--- config.mk ---
export PLATFORM = sky130hd
export DESIGN_NAME = ps2_scan_flat
export DESIGN_NICKNAME = d
export VERILOG_FILES = /design/src/rtl/ps2_scan_pkg.sv /design/src/rtl/ps2_scan_if.sv /design/src/rtl/ps2_scan_rx_frame.sv /design/src/rtl/ps2_scan.sv /design/src/flat_wrapper.sv
export SDC_FILE = /design/constraint.sdc
export NUM_CORES = 1
export LEC_CHECK = 0
export CORE_MARGIN = 2
export CORE_UTILIZATION = 55
export DETAILED_ROUTE_END_ITERATION = 6
export GPL_TIMING_DRIVEN = 0
export PLACE_DENSITY = 0.74
export RECOVER_POWER = 50
export SLEW_MARGIN = 20
export SYNTH_ARGS = -nofsm -noshare
export SYNTH_HDL_FRONTEND = slang
export SYNTH_SLANG_ARGS = --single-unit
--- constraint.sdc ---
create_clock -name clk -period 2.6 [get_ports clk]
set_input_delay 0.39 -clock clk [delete_from_list [all_inputs] [get_ports clk]]
set_output_delay 0.39 -clock clk [all_outputs]
set_load 0.1 [all_outputs]
--- src/rtl/ps2_scan_pkg.sv ---
// Shared constants for the PS/2 scan-code receiver: prefix bytes and the
// keyboard status codes that never describe a key.
package ps2_pkg;

   localparam logic [7:0] PS2_EXT   = 8'hE0;
   localparam logic [7:0] PS2_BRK   = 8'hF0;
   localparam logic [7:0] PS2_PAUSE = 8'hE1;

   // Bytes following E1 that belong to the Pause sequence.
   localparam logic [2:0] PAUSE_SKIP = 3'd7;

   // Self-test, ack, echo, resend, error and overrun codes.
   function automatic logic is_ignored(input logic [7:0] code);
      case (code)
         8'hAA, 8'hFA, 8'hEE, 8'hFE, 8'hFC, 8'h00, 8'hFF: return 1'b1;
         default:                                         return 1'b0;
      endcase
   endfunction

endpackage

--- src/rtl/ps2_scan_if.sv ---
// PS/2 pin pair plus the held-key code seen by the slow-clock consumer.
interface ps2_scan_if;
   logic       ps2_clk;
   logic       ps2_data;
   logic [8:0] crt_data;

   modport master (output ps2_clk, ps2_data, input crt_data);
   modport slave  (input ps2_clk, ps2_data, output crt_data);
endinterface

--- src/rtl/ps2_scan_rx_frame.sv ---
// PS/2 frame deserialiser: synchronisers, falling-edge detect, 11-bit framing
// and inactivity timeout. Optional parity/stop check under PS2_PARITY_CHECK_EN.
module ps2_rx_frame
   import ps2_pkg::*;
#(
   parameter int TIMEOUT_CYCLES = 20000
) (
   input  logic       clk,
   input  logic       rst,
   input  logic       ps2_clk,
   input  logic       ps2_data,
   output logic [7:0] rx_byte,
   output logic       byte_valid,
   output logic       frame_bad
);

   localparam int TW = $clog2(TIMEOUT_CYCLES + 1);
   localparam logic [TW-1:0] TIMEOUT_LAST = TW'(TIMEOUT_CYCLES - 1);

   logic          clk_meta, clk_sync, clk_prev;
   logic          data_meta, data_sync;
   logic [3:0]    bit_cnt;
   logic [7:0]    shift;
   logic [TW-1:0] timer;
   logic          frame_done;
   logic          fall;

   assign fall = clk_prev & ~clk_sync;

   // NOTE: synchronisers reset to 1 (the idle level of both pins) so that
   // leaving reset never fabricates a falling edge; all state uses <= so every
   // flop samples the pre-edge values of its neighbours.
   always_ff @(posedge clk) begin
      if (rst) begin
         clk_meta  <= 1'b1;
         clk_sync  <= 1'b1;
         clk_prev  <= 1'b1;
         data_meta <= 1'b1;
         data_sync <= 1'b1;
      end else begin
         clk_meta  <= ps2_clk;
         clk_sync  <= clk_meta;
         clk_prev  <= clk_sync;
         data_meta <= ps2_data;
         data_sync <= data_meta;
      end
   end

   always_ff @(posedge clk) begin
      if (rst) begin
         bit_cnt    <= '0;
         shift      <= '0;
         timer      <= '0;
         frame_done <= 1'b0;
      end else begin
         frame_done <= 1'b0;
         if (fall) begin
            timer <= '0;
            if (bit_cnt == 4'd0) begin
               if (!data_sync) bit_cnt <= 4'd1;
            end else begin
               if (bit_cnt <= 4'd8) shift <= {data_sync, shift[7:1]};
               if (bit_cnt == 4'd10) begin
                  bit_cnt    <= '0;
                  frame_done <= 1'b1;
               end else begin
                  bit_cnt <= bit_cnt + 4'd1;
               end
            end
         end else if (bit_cnt != 4'd0) begin
            // A stalled frame is dropped so the next start bit aligns cleanly.
            if (timer == TIMEOUT_LAST) begin
               bit_cnt <= '0;
               timer   <= '0;
            end else begin
               timer <= timer + 1'b1;
            end
         end else begin
            timer <= '0;
         end
      end
   end

   assign rx_byte = shift;

`ifdef PS2_PARITY_CHECK_EN
   logic par_bit, stop_bit, frame_ok;

   always_ff @(posedge clk) begin
      if (rst) begin
         par_bit  <= 1'b0;
         stop_bit <= 1'b0;
      end else if (fall) begin
         if (bit_cnt == 4'd9)  par_bit  <= data_sync;
         if (bit_cnt == 4'd10) stop_bit <= data_sync;
      end
   end

   assign frame_ok   = (^{par_bit, shift}) & stop_bit;
   assign byte_valid = frame_done & frame_ok;
   assign frame_bad  = frame_done & ~frame_ok;
`else
   assign byte_valid = frame_done;
   assign frame_bad  = 1'b0;
`endif

endmodule

--- src/rtl/ps2_scan.sv ---
// PS/2 scan-code tracker: E0/F0 prefix decode, Pause-sequence skip and the
// held-key register. Build with PS2_PARITY_CHECK_EN to drop corrupt frames.
module ps2_scan
   import ps2_pkg::*;
#(
   parameter int TIMEOUT_CYCLES = 20000
) (
   input  logic        clk,
   input  logic        rst,
   ps2_scan_if.slave   bus
);

   logic [7:0] rx_byte;
   logic       byte_valid;
   logic       frame_bad;
   logic       ext_flag, brk_flag;
   logic [2:0] skip_cnt;
   logic [8:0] held;

   ps2_rx_frame #(.TIMEOUT_CYCLES(TIMEOUT_CYCLES)) u_rx (
      .clk        (clk),
      .rst        (rst),
      .ps2_clk    (bus.ps2_clk),
      .ps2_data   (bus.ps2_data),
      .rx_byte    (rx_byte),
      .byte_valid (byte_valid),
      .frame_bad  (frame_bad)
   );

   always_ff @(posedge clk) begin
      if (rst) begin
         held     <= '0;
         ext_flag <= 1'b0;
         brk_flag <= 1'b0;
         skip_cnt <= '0;
      end else if (frame_bad) begin
         ext_flag <= 1'b0;
         brk_flag <= 1'b0;
      end else if (byte_valid) begin
         if (skip_cnt != 3'd0) begin
            skip_cnt <= skip_cnt - 3'd1;
            ext_flag <= 1'b0;
            brk_flag <= 1'b0;
         end else if (rx_byte == PS2_EXT) begin
            ext_flag <= 1'b1;
         end else if (rx_byte == PS2_BRK) begin
            brk_flag <= 1'b1;
         end else begin
            // Any non-prefix byte closes the current prefix sequence.
            ext_flag <= 1'b0;
            brk_flag <= 1'b0;
            if (rx_byte == PS2_PAUSE) begin
               skip_cnt <= PAUSE_SKIP;
            end else if (!is_ignored(rx_byte)) begin
               if (!brk_flag)                        held <= {ext_flag, rx_byte};
               else if ({ext_flag, rx_byte} == held) held <= '0;
            end
         end
      end
   end

   assign bus.crt_data = held;

endmodule

--- src/flat_wrapper.sv ---
// flat-port wrapper written by rule: the top's interface ports become plain ports
module ps2_scan_flat import ps2_pkg::*;
#(
   parameter int TIMEOUT_CYCLES = 20000
)
  (clk, rst, bus_ps2_clk, bus_ps2_data, bus_crt_data);
  ps2_scan_if bus_i ();
  input  logic clk;
  input  logic rst;
  input wire logic [$bits(bus_i.ps2_clk)-1:0] bus_ps2_clk;
  input wire logic [$bits(bus_i.ps2_data)-1:0] bus_ps2_data;
  output wire logic [$bits(bus_i.crt_data)-1:0] bus_crt_data;
  assign bus_i.ps2_clk = bus_ps2_clk;
  assign bus_i.ps2_data = bus_ps2_data;
  assign bus_crt_data = bus_i.crt_data;
  ps2_scan #(.TIMEOUT_CYCLES(TIMEOUT_CYCLES)) u_core (.clk(clk), .rst(rst), .bus(bus_i));
endmodule
==> flow_summary.yaml, run 1 <==
sta:
  whs_ns: 0.4166
  grt_setup_unrepaired: "false"
  layout_min_cycle_time_ns: 2.342
  fmax_ghz: 0.4270
  max_slew_margin_pct: 34.75
  tns_ns: 0
  setup_viol: 0
  post-route-period-util_pct: 90.06
  tightest_slew_ns: 0.9758
  finalHoldViolations: 0
  skew_ns: 0.008622
  maxSlewViolCount: 0
worst_hold_path:
  hold_depth: 1
  hp-class: "reg -> reg"
yosys:
  synth_cells: 220
  async_flop_share_pct: 0
  synth_nets: 227
  synth_edf_count: 0
  netlist_area_um2: 2077
  synth_cell_type_count: 43
  synth_compound_area_share_pct: 13.55
  synth.avg_cell_area_um2: 9.441
  synth_xor_area_share_pct: 9.699
  yosys_warnings: 0
  synth_top_family_by_area: "simple AND/OR/NAND/NOR gates"
  muxShareOfSynthArea_pct: 4.337
  synthSimpleGateAreaFrac_pct: 21.87
  ys.flop_type: "dfxtp_1"
  synthAdderAreaFrac_pct: 1.807
  synth_seq_area_share_pct: 45.30
  ys_ff_latch: 47
power_and_ir_drop:
  p_leak_uw: 0.0008491
  p_per_area_nw_per_um2: 505.7
  p_total_uw: 1169
  peakVddDrop_mv: 0.3386
clock_network:
  insertion_delay_ns: 0.30
  cts.sinks: 47
  cts_hold_buf: 0
  ctsLongestPathBuffers: 2
  cts_setup_buffers: 0
  clk_pin_slew_ns: 0.08
  cts_resized: 0
  cts_tree: "done"
  cts_made_buffers: 5
  h-tree-depth: 2
  ctsRootBufferMaster: "clkbuf_8"
floorplanning:
  initial_utilization_pct: 57.16
  coreArea_um2: 3633
  die_h_um: 65.45
  die_area_um2: 4284
  rows: 22
  pin_count: 13
  die_w_um: 65.45
critical_path:
  reg2regPathDepth: 6
  crit_required_ns: 2.79
  worst_setup_path_end_kind: "flop"
  cp_max_fo: 8
  crit_arrival_ns: 2.54
  crit_path_start_kind: "flop"
  rrSetupSlack_ns: 0.26
  worst-setup-path-type: "reg -> reg"
global_routing:
  grt_use_total_pct: 19.74
  grt.overflow.total: 0
  grt_pass1_wl_um: 6458
  grt_max_degree: 14
  grt_antenna_before_repair: 0
  grt_pass1_vias: 1466
placement:
  dp.final_hpwl_um: 2568
  io_buffers: 11
  gp_congestion: 0.7620
flow_run:
  maxCapViolCount: 0
drt:
  ant_nets: 0
  firstDrtPassIters: 4
  vias: 1554
  totalWireLength_um: 3661
  wl_per_cell_um: 12.76
  drc: 0
  drt_iter0_drc: 102
  via_per_inst: 5.415
final_layout:
  area_delta_synth_final_pct: 11.33
  layout-drive-gt1-share_pct: 7.113
  nets: 245
  final_cell_mix: "dfxtp_1, nor2_1, xnor2_1"
  antenna_cells: 0
  final_common_cell: "dfxtp_1"
outcome:
  status: "complete, no violations"
## routing by layer
metal	global-route usage (%)	wire length (µm)	vias up	share of wire, %
met2	30.48	1581	12	43
met3	4.110	87	7	2.4
met5	0	0	-	0
met1	26.03	1911	730	52
met4	10.16	80	0	2.2
li1	-	-	805	-
## layout make-up
| class | instances | area (µm²) |
|---|---|---|
| tap | 48 | 60.06 |
| sequential | 47 | 940.9 |
| timing repair buffer | 11 | 110.1 |
| clock inverter | 1 | 5.005 |
| inverter | 8 | 30.03 |
| clock buffer | 7 | 76.32 |
| multi-input combinational | 156 | 1056 |
| buffer | 9 | 33.78 |
| fill | 329 | 1321 |
## sequential cells by signal (all words and copies together) (netlist names)
| register | count |
|---|---|
| u_core.u_rx.clk_sync | 1 |
| u_core.u_rx.bit_cnt | 4 |
| u_core.u_rx.byte_valid | 1 |
| u_core.ext_flag | 1 |
| u_core.skip_cnt | 3 |
| u_core.u_rx.timer | 15 |
| u_core.u_rx.data_meta | 1 |
| u_core.brk_flag | 1 |
| u_core.u_rx.clk_meta | 1 |
| u_core.u_rx.clk_prev | 1 |
| u_core.u_rx.rx_byte | 8 |
| u_core.u_rx.data_sync | 1 |
| u_core.bus.crt_data | 9 |
## synth_stat cells, drive strengths merged (2+ instances only)
cell type / n / share of area, %
a211oi: 4 / 1.4
a21boi: 2 / 0.90
a21oi: 8 / 1.9
a32o: 9 / 4.3
and3: 5 / 1.5
clkbuf: 8 / 1.4
dfxtp: 47 / 45
ha: 3 / 1.8
inv: 7 / 1.3
mux2i: 9 / 4.3
nand2: 10 / 1.8
nand3: 5 / 1.2
nand4: 4 / 1.2
nor2: 33 / 6.0
nor2b: 3 / 0.90
nor3: 8 / 1.9
o21ai: 4 / 0.96
or2: 5 / 1.5
or3: 3 / 1.1
or4b: 2 / 0.96
xnor2: 14 / 5.9
xor2: 9 / 3.8
## worst max-delay path, cell delays in order (launching register included)
cell	delay (ns)
dfxtp_1	0.30
clkbuf_1	0.19
or3_1	0.44
or4_4	0.44
a2111oi_4	0.38
and3b_1	0.27
a32o_1	0.21
## path summary, 6_finish.rpt
check                                                            to                           startpoint
worst max-delay path            u_core.bus.crt_data[1]$_SDFFE_PP0P_  u_core.u_rx.rx_byte[2]$_SDFFE_PP0P_
worst min-delay path               u_core.u_rx.data_sync$_SDFF_PP1_     u_core.u_rx.data_meta$_SDFF_PP1_
worst max register to register  u_core.bus.crt_data[1]$_SDFFE_PP0P_  u_core.u_rx.rx_byte[2]$_SDFFE_PP0P_
worst min register to register     u_core.u_rx.data_sync$_SDFF_PP1_     u_core.u_rx.data_meta$_SDFF_PP1_
## cell families (layout without fill, tap and decap cells)
family / after synthesis / count (layout)
mux: 9 / 9
flops: 47 / 47
fa+ha+maj: 3 / 3
simple gates: 86 / 86
compound gates: 35 / 35
xor+xnor: 23 / 23
buf+inv: 17 / 36
## where the power goes
group          internal (µW)  switching (µW)  leakage (µW)
clock network            189             233     0.0000422
registers                723            1.37      0.000379
logic                   8.32            14.7      0.000427
total                    920             249      0.000849
## through the flow
| step | util, % | instances | worst slack (ns) | instance area, µm² |
|---|---|---|---|---|
| finish | 63.64 | 287 | 0.2584 | 2312 |
| global route | 63.64 | 287 | 0.05897 | 2312 |
| CTS | 64.08 | 287 | 0.2564 | 2328 |
| detailed placement | 61.85 | 279 | 0.2847 | 2247 |
| global placement | 61.85 | 279 | 0.2552 | 2247 |
| floorplan | - | 220 | 0.3537 | 2077 |
(Power assumes the default switching activity.)
==> run 2: changes to the inputs <==
ABC_AREA = 1   (was unset)
PLACE_DENSITY = 0.73   (was 0.74)
==> flow_summary.yaml, run 2 <==
yosys:
  ys_ff_latch: 47
  async_flop_share_pct: 0
  yosys_warnings: 0
  synth_cell_type_count: 29
  synthTopCellsByCount: "nand2_1, dfxtp_1, inv_1, a21oi_1, nand3_1"
  netlist_area_um2: 2243
  synth_cells: 306
  synth_top_area_share_pct: 41.94
  synth_nets: 313
  synth_seq_area_share_pct: 41.94
  synth_edf_count: 0
  yosys.area.top_type: "dfxtp_1"
  synth.avg_cell_area_um2: 7.331
  yosysMostFrequentCell: "nand2_1"
  ys_top_cells_by_area: "dfxtp_1, nand2_1, a21oi_1"
  ys.flop_type: "dfxtp_1"
outcome:
  status: "complete, no violations"
critical_path:
  path_delay_family: "buffers and inverters"
  rr_startpoint: "u_core.u_rx.bit_cnt[0]$_SDFFE_PP0P_"
  cpMaxStageDelayCell: "clkdlybuf4s50_1"
  slowest_delay_ns: 1.15
  rrSetupSlack_ns: 0.78
  worst_setup_path_end_kind: "output pin"
  worst-setup-path-type: "reg -> out"
  rr_endpoint: "u_core.u_rx.timer[2]$_SDFF_PP0_"
  crit_required_ns: 2.21
  crit_arrival_ns: 1.83
  crit_path_start_kind: "flop"
  cp.buffers_inverters: 1
  cp_max_fo: 3
  reg2regPathDepth: 7
  crit_chain: "clkdlybuf4s50_1"
placement:
  placed_cell_area_um2: 2416
  gp_congestion: 0.8007
  io_buffers: 11
  dp.final_hpwl_um: 3072
  place_ws_ns: 0.7021
  dp_cells: 367
sta:
  max_slew_margin_pct: 34.70
  layout_min_cycle_time_ns: 2.218
  post-route-period-util_pct: 85.31
  timing.final.ws_setup_ns: 0.3820
  maxSlewViolCount: 0
  tightest_slew_ns: 0.9764
  grt_setup_unrepaired: "false"
  tns_ns: 0
  setup_viol: 0
  skew_ns: 0.008409
  finalHoldViolations: 0
  fmax_ghz: 0.4508
clock_network:
  h-tree-depth: 2
  cts_resized: 0
  cts_made_buffers: 5
  cts.sinks: 47
  ctsLongestPathBuffers: 2
  clk_pin_slew_ns: 0.08
  cts_setup_buffers: 0
  cts_tree: "done"
  ctsRootBufferMaster: "clkbuf_8"
  insertion_delay_ns: 0.29
  cts_hold_buf: 0
flow_run:
  maxCapViolCount: 0
final_layout:
  area_delta_synth_final_pct: 12.21
  final_cell_mix: "nand2_1, dfxtp_1, inv_1"
  antenna_cells: 0
  layout-drive-gt1-share_pct: 8.308
  nets: 331
  stdcell_area_um2: 2517
  seqCellArea_um2: 940.9
  largest_reg_flops: 15
  multi_input_comb_area_um2: 1084
  largest-register: "u_core.u_rx.timer"
  fin_cells: 375
  fillers: 379
  final_common_cell: "nand2_1"
power_and_ir_drop:
  p_per_area_nw_per_um2: 544.8
  peakVddDrop_mv: 0.3745
  p_total_uw: 1372
  p_leak_uw: 0.0009492
global_routing:
  grt_antenna_before_repair: 0
  grt_use_total_pct: 19.63
  grt_pass1_vias: 1608
  grt_pass1_wl_um: 6900
  grt.overflow.total: 0
  grt_max_degree: 15
worst_hold_path:
  hp-class: "reg -> reg"
  hold_depth: 1
  whs_endpoint: "u_core.u_rx.data_sync$_SDFF_PP1_"
  hold_start: "u_core.u_rx.data_meta$_SDFF_PP1_"
floorplanning:
  die_w_um: 67.87
  die_h_um: 67.87
  die_area_um2: 4606
  initial_utilization_pct: 56.49
  rows: 23
  coreArea_um2: 3971
  pin_count: 13
drt:
  drt_iter0_drc: 54
  drc: 0
  firstDrtPassIters: 4
  totalWireLength_um: 4091
  via_per_inst: 5.061
  wl_per_cell_um: 10.91
  vias: 1898
  ant_nets: 0
[run 2: changes by cell type after synthesis, moves of 15 or more]
cell | previous run | this run
a21oi_1 | 8 | 32
inv_1 | 7 | 40
nand2_1 | 10 | 57
nand3_1 | 5 | 21
nor2_1 | 33 | 18
[run 2: how the worst max path moves through the flow]
stage	from	endpoint	slack, ns	cells after the start
floorplan	u_core.bus.crt_data[8]$_SDFFE_PP0P_	u_core.bus.crt_data[4]$_SDFFE_PP0P_	0.80	8
global placement	u_core.bus.crt_data[8]$_SDFFE_PP0P_	bus_crt_data[8]	0.71	1
detailed placement	u_core.bus.crt_data[4]$_SDFFE_PP0P_	bus_crt_data[4]	0.70	1
CTS	u_core.bus.crt_data[4]$_SDFFE_PP0P_	bus_crt_data[4]	0.37	1
global route	u_core.bus.crt_data[8]$_SDFFE_PP0P_	bus_crt_data[8]	0.33	1
finish	u_core.bus.crt_data[3]$_SDFFE_PP0P_	bus_crt_data[3]	0.38	1
[run 2: layer usage]
| layer | vias to the layer above | GRT usage, % | part of all wire (%) |
|---|---|---|---|
| met5 | - | 0 | 0 |
| met4 | 0 | 6.750 | 1.3 |
| met3 | 5 | 3.947 | 3.2 |
| met2 | 23 | 30.88 | 44 |
| met1 | 845 | 26.97 | 51 |
| li1 | 1025 | - | - |
[run 2: power by group]
part	switching, µW	leakage, µW	total [µW]	internal [µW]
clock	236	0.0000654	620	384
combinational	17.1	0.000504	26.3	9.18
sequential	1.84	0.000380	725	723
total	255	0.000949	1370	1120
[run 2: final cells by class]
class | count | share of cell area [%]
multi-input cells | 209 | 43.04
flip-flops and latches | 47 | 37.38
inverters | 45 | 6.710
repair buffers | 11 | 4.374
clock buffers | 6 | 2.883
well taps | 50 | 2.485
clock inverters | 2 | 2.386
plain buffers | 5 | 0.7455
[run 2: cells by family (layout without fill, tap and decap cells)]
family                     count (synthesis)  after routing  share of synthesized area (%)
DFF                                       47             47                          41.94
buffers and inverters                     50             69                          8.477
xor gates and xnor gates                   9              9                          3.513
and+or+nand+nor                          146            146                          32.91
adders and majority gates                  3              3                          1.673
AOI/OAI and AO/OA                         51             51                          11.49
[run 2: through the flow]
stage / hold slack, ns / utilization, %
after floorplan: 0.3895 / -
after global placement: 0.3950 / 60.84
after detailed placement: 0.3971 / 60.84
after CTS: 0.4175 / 64.18
after global routing: 0.4544 / 63.39
final: 0.4158 / 63.39
